## src/rtl/mem_fetch_ctrl.sv

```systemverilog
// mem_fetch_ctrl: issues single-word memory reads and forwards the data to a
// downstream data register. The same register can also be incremented when
// the controller is idle.
//
// Ports
//   CLK       in   1  clock; all state changes on its rising edge
//   CLR       in   1  synchronous active-high reset; aborts any read
//   REQ       in   1  read request; sampled only in IDLE
//   ADDR      in  12  read address; latched together with REQ
//   INC_REQ   in   1  increment request for the downstream register
//   MEM_RD    out  1  memory read strobe (ISSUE and WAIT)
//   MEM_ADDR  out 12  latched read address
//   MEM_DATA  in  16  memory read data; valid when MEM_RDY=1
//   MEM_RDY   in   1  memory data-valid; observed only in WAIT
//   LD        out  1  load strobe to the downstream register (LOAD)
//   INR       out  1  combinational increment strobe
//   inDR      out 16  captured read data
//   BUSY      out  1  controller is not IDLE
//   DONE      out  1  read completed (LOAD)
//   ERR       out  1  read timed out (ERR state)
module mem_fetch_ctrl #(
  parameter int unsigned TIMEOUT = 16
) (
  input  logic        CLK,
  input  logic        CLR,
  input  logic        REQ,
  input  logic [11:0] ADDR,
  input  logic        INC_REQ,
  output logic        MEM_RD,
  output logic [11:0] MEM_ADDR,
  input  logic [15:0] MEM_DATA,
  input  logic        MEM_RDY,
  output logic        LD,
  output logic        INR,
  output logic [15:0] inDR,
  output logic        BUSY,
  output logic        DONE,
  output logic        ERR
);

  localparam int unsigned AW = 12;
  localparam int unsigned DW = 16;
  localparam int unsigned CW = 8;

  // Last wait-counter value before giving up on the memory.
  localparam logic [CW-1:0] LP_CNT_LAST = CW'(TIMEOUT - 1);

  typedef enum logic [2:0] {
    ST_IDLE  = 3'd0,
    ST_ISSUE = 3'd1,
    ST_WAIT  = 3'd2,
    ST_LOAD  = 3'd3,
    ST_ERR   = 3'd4
  } state_t;

  state_t        r_state;
  state_t        w_state_nxt;
  logic [AW-1:0] r_addr;
  logic [AW-1:0] w_addr_nxt;
  logic [DW-1:0] r_data;
  logic [DW-1:0] w_data_nxt;
  logic [CW-1:0] r_cnt;
  logic [CW-1:0] w_cnt_nxt;

  logic r_mem_rd, w_mem_rd_nxt;
  logic r_ld,     w_ld_nxt;
  logic r_done,   w_done_nxt;
  logic r_err,    w_err_nxt;
  logic r_busy,   w_busy_nxt;

  // State, datapath and registered status flags.
  always_ff @(posedge CLK) begin
    if (CLR) begin
      r_state  <= ST_IDLE;
      r_addr   <= '0;
      r_data   <= '0;
      r_cnt    <= '0;
      r_mem_rd <= 1'b0;
      r_ld     <= 1'b0;
      r_done   <= 1'b0;
      r_err    <= 1'b0;
      r_busy   <= 1'b0;
    end else begin
      r_state  <= w_state_nxt;
      r_addr   <= w_addr_nxt;
      r_data   <= w_data_nxt;
      r_cnt    <= w_cnt_nxt;
      r_mem_rd <= w_mem_rd_nxt;
      r_ld     <= w_ld_nxt;
      r_done   <= w_done_nxt;
      r_err    <= w_err_nxt;
      r_busy   <= w_busy_nxt;
    end
  end

  // Next-state, datapath updates, and status flags decoded from the next
  // state so that the registered flags line up with the state register.
  always_comb begin
    w_state_nxt  = r_state;
    w_addr_nxt   = r_addr;
    w_data_nxt   = r_data;
    w_cnt_nxt    = r_cnt;
    w_mem_rd_nxt = 1'b0;
    w_ld_nxt     = 1'b0;
    w_done_nxt   = 1'b0;
    w_err_nxt    = 1'b0;
    w_busy_nxt   = 1'b0;

    case (r_state)
      ST_IDLE: begin
        if (REQ) begin
          w_addr_nxt  = ADDR;
          w_state_nxt = ST_ISSUE;
        end
      end
      ST_ISSUE: begin
        w_cnt_nxt   = '0;
        w_state_nxt = ST_WAIT;
      end
      ST_WAIT: begin
        // Data arriving on the last allowed cycle still completes the read.
        if (MEM_RDY) begin
          w_data_nxt  = MEM_DATA;
          w_state_nxt = ST_LOAD;
        end else if (r_cnt == LP_CNT_LAST) begin
          w_state_nxt = ST_ERR;
        end else begin
          w_cnt_nxt = r_cnt + CW'(1);
        end
      end
      ST_LOAD:  w_state_nxt = ST_IDLE;
      ST_ERR:   w_state_nxt = ST_IDLE;
      default:  w_state_nxt = ST_IDLE;
    endcase

    w_mem_rd_nxt = (w_state_nxt == ST_ISSUE) || (w_state_nxt == ST_WAIT);
    w_ld_nxt     = (w_state_nxt == ST_LOAD);
    w_done_nxt   = (w_state_nxt == ST_LOAD);
    w_err_nxt    = (w_state_nxt == ST_ERR);
    w_busy_nxt   = (w_state_nxt != ST_IDLE);
  end

  assign MEM_RD   = r_mem_rd;
  assign MEM_ADDR = r_addr;
  assign LD       = r_ld;
  assign DONE     = r_done;
  assign ERR      = r_err;
  assign BUSY     = r_busy;
  assign inDR     = r_data;

  // A read request in the same cycle wins; the increment is dropped.
  assign INR = INC_REQ && (r_state == ST_IDLE) && !REQ;

endmodule

```

## config.mk

```make
export PLATFORM = sky130hd
export DESIGN_NAME = mem_fetch_ctrl
export DESIGN_NICKNAME = d
export VERILOG_FILES = /design/src/rtl/mem_fetch_ctrl.sv
export SDC_FILE = /design/constraint.sdc
export NUM_CORES = 1
export LEC_CHECK = 0
export CAP_MARGIN = 15
export CORE_UTILIZATION = 25
export CTS_BUF_LIST = sky130_fd_sc_hd__clkbuf_16
export DETAILED_ROUTE_END_ITERATION = 16
export PLACE_DENSITY = 0.5
export SLEW_MARGIN = 20
export SYNTH_ARGS = -nofsm -noshare
export SYNTH_HDL_FRONTEND = slang
export SYNTH_SLANG_ARGS = --single-unit
```

## constraint.sdc

```tcl
create_clock -name CLK -period 2.19 [get_ports CLK]
set_clock_uncertainty 0.05 [all_clocks]
set_input_delay 0.219 -clock CLK [delete_from_list [all_inputs] [get_ports CLK]]
set_output_delay 0.219 -clock CLK [all_outputs]
set_load 0.01 [all_outputs]
```

==> metrics.md <==
| Metric | Value |
|---|---|
| Crit Path Category | reg -> out |
| DRT iter0 DRCs | 59 |
| Clock Sinks | 43 |
| Routed wire length | 4330 µm |
| Worst-path cell chain | nor2_1 -> and3_1 -> clkdlybuf4s50_1 |
| Synth area leaders | dfxtp_1 52%, nand2_1 14%, a21oi_1 11% |
| Number of antenna violations at the first check in global routing | 0 |
| Largest net degree at the start of global routing | 18 |
| I/O pin cnt | 67 |
| CP startpoint kind | register |
| Area grow syn2layout | 55.1% |
| Worst EP required | 1.92 ns |
| Slowest-stage cell, CP | clkdlybuf4s50_1 |
| Syn avg cell area | 8.18 µm² |
| Die area | 0.00700 mm² |
| Most frequent cells in the layout | 66 x clkdlybuf4s50_1, 62 x nand2_1, 43 x dfxtp_1, 35 x a21oi_1, 10 x buf_4 |
| Worst hold slack | 0.403 ns |
| Wire per inst | 12.3 µm |
| Minimum clock period | 2.02 ns |
| Post-synth top area share | 51.6% |
| Setup total negative slack | 0 ns |
| Cts bufs inserted | 5 |
| # rows | 29 |
| CTS max path bufs | 2 |
| Post-CTS Setup Bufs | 0 |
| Worst rel slew slack | 59.2% |
| Max-Cap Viols | 0 |
| Netlist area before placement | 0.00167 mm² |
| Endpoints failing setup | 0 |
| Synth warn | 0 |
| Crit path arrival time | 1.75 ns |
| Area leader, netlist | dfxtp_1 |
| H-tree depth | 2 |
| Clk_lat worst skew | 0.28 ns |
| Final Max Tran Viols | 0 |
| Worst path max stage delay | 0.53 ns |
| Max Clk Rate | 496 MHz |
| Syn Nets | 238 |
| Seq/Total Area, Yosys | 51.6% |
| PwrDens | 694 mW/mm² |
| Synth unique cells | 32 |
| Initial Util | 26.1% |
| Leakage Power | 0.899 nW |
| Fin. Hold Viols | 0 |
| Diodes inserted | 0 |
| Total GRT Usage | 12.4% |
| Root buffer cell | clkbuf_16 |
| ANT nets after route | 0 |
| Clk slew on worst S/H paths | 0.06 ns |
| Worst Path Buf+Inv | 1 |
| Core Area | 0.00639 mm² |
| Post-Syn Instances | 204 |
| TritonRoute pass-1 iters | 4 |
| Crit Path Max Fanout | 7 |
| CTS resizes | 0 |
| Remaining DRCs | 0 |
| #FFs+latches synth | 43 |
| Final HPWL DP | 3060 µm |
| Via count | 1570 |
| CTS tree | done |
| Vias per std cell | 4.46 |
| Most common cell after layout, fill and taps aside | clkdlybuf4s50_1 |
| Die H | 83.7 µm |
| Fin crit share | 92.1% |
| Hold-fix buffers, CTS | 0 |
| Peak VDD IR | 0.390 mV |
| Vias in the first global route | 1450 |
| CP top delay family | simple AND/OR/NAND/NOR gates |
| Hold Crit Class | reg -> reg |
| CP endpoint kind | output pin |
| GR Overflow Total | 0 |
| Routability cong. | 0.717 |
| Die X | 83.7 µm |
| Final #Nets | 308 |
| Global-route wire length before repair | 6930 µm |
| Status | finished, final reports clean |
| Share of cells above drive strength 1 | 8.00% |
| Measured slew at the worst slew-check pin | 0.607 ns |
| RSZ-0062 raised after global routing | false |
| Input/output buffers | 66 |
## worst paths after layout
kind	endpoint	cells past startpoint	slack, ns	startpoint
setup / recovery	INR	3	0.17	r_state[0]
hold / removal	inDR[0]	2	0.40	inDR[0]
setup reg to reg	r_cnt[7]	6	0.25	r_cnt[0]
hold reg to reg	inDR[0]	2	0.40	inDR[0]
## power by group
| group | internal (mW) | switching [mW] |
|---|---|---|
| Sequential | 0.815 | 0.0177 |
| Clock | 0.416 | 0.285 |
| Combinational | 0.147 | 0.116 |
| Total | 1.38 | 0.418 |
## stage by stage
stage               instance area (µm²)  instances  power [mW]  utilization, %  setup WS, ns
CTS                                2590        352        1.83            40.5         0.150
global route                       2590        352        1.88            40.5        0.0825
detailed placement                 2450        344        1.12            38.3         0.155
global placement                   2450        344        1.12            38.3         0.166
finish                             2590        352        1.80            40.5         0.173
floorplan                          1670        204       0.956               -         0.357
## tightest hold or removal path, cell delays in order, from the launching register on
cell	delay (ns)
dfxtp_1	0.30
nand2_1	0.05
a21oi_1	0.05
## per-layer routing
layer / track usage, % / vias to the layer above / wire length, µm
met5: 0 / - / 0
met4: 4.16 / 0 / 48
met3: 4.15 / 5 / 288
met2: 19.1 / 45 / 1900
met1: 16.2 / 693 / 2090
li1: - / 827 / -
## cell usage after synthesis (all sizes together)
cell     count
nand2       62
dfxtp       43
inv          1
o211ai       2
nand3        4
nor3         4
o21ai        3
nor3b        1
buf          4
nor4b        2
a21oi       35
o21a         1
or2b         1
nor2         9
o21bai       2
a211o        1
a21bo        1
a31oi        2
xor2         1
clkbuf       9
xnor2        2
a211oi       1
nand4        1
nor2b        1
and3         3
nand4b       1
a2111oi      1
ha           1
or3          2
nor4         1
nand3b       2
## logic make-up after synthesis
logic type,synth area share [%]
AND/OR/NAND/NOR,25.1
AO/OA/AOI/OAI,17.3
flip-flops,51.6
buffers and inverters,3.75
XOR/XNOR,1.58
adder cells (fa/ha/maj),0.750
## sequential cells by signal (all words and copies together), names as in the netlist
| register | flops |
|---|---|
| ERR | 1 |
| MEM_RD | 1 |
| r_cnt | 8 |
| DONE | 1 |
| r_state | 3 |
| BUSY | 1 |
| MEM_ADDR | 12 |
| inDR | 16 |
## layout make-up
cell class	instances	area [µm²]
sequential	43	861
timing repair buffer	76	736
clock buffer	5	125
tap	77	96.3
clock inverter	3	15.0
multi-input combinational	147	751
inverter	1	3.75
fill	682	3800
Note: power is estimated with default switching activity, not from simulation.
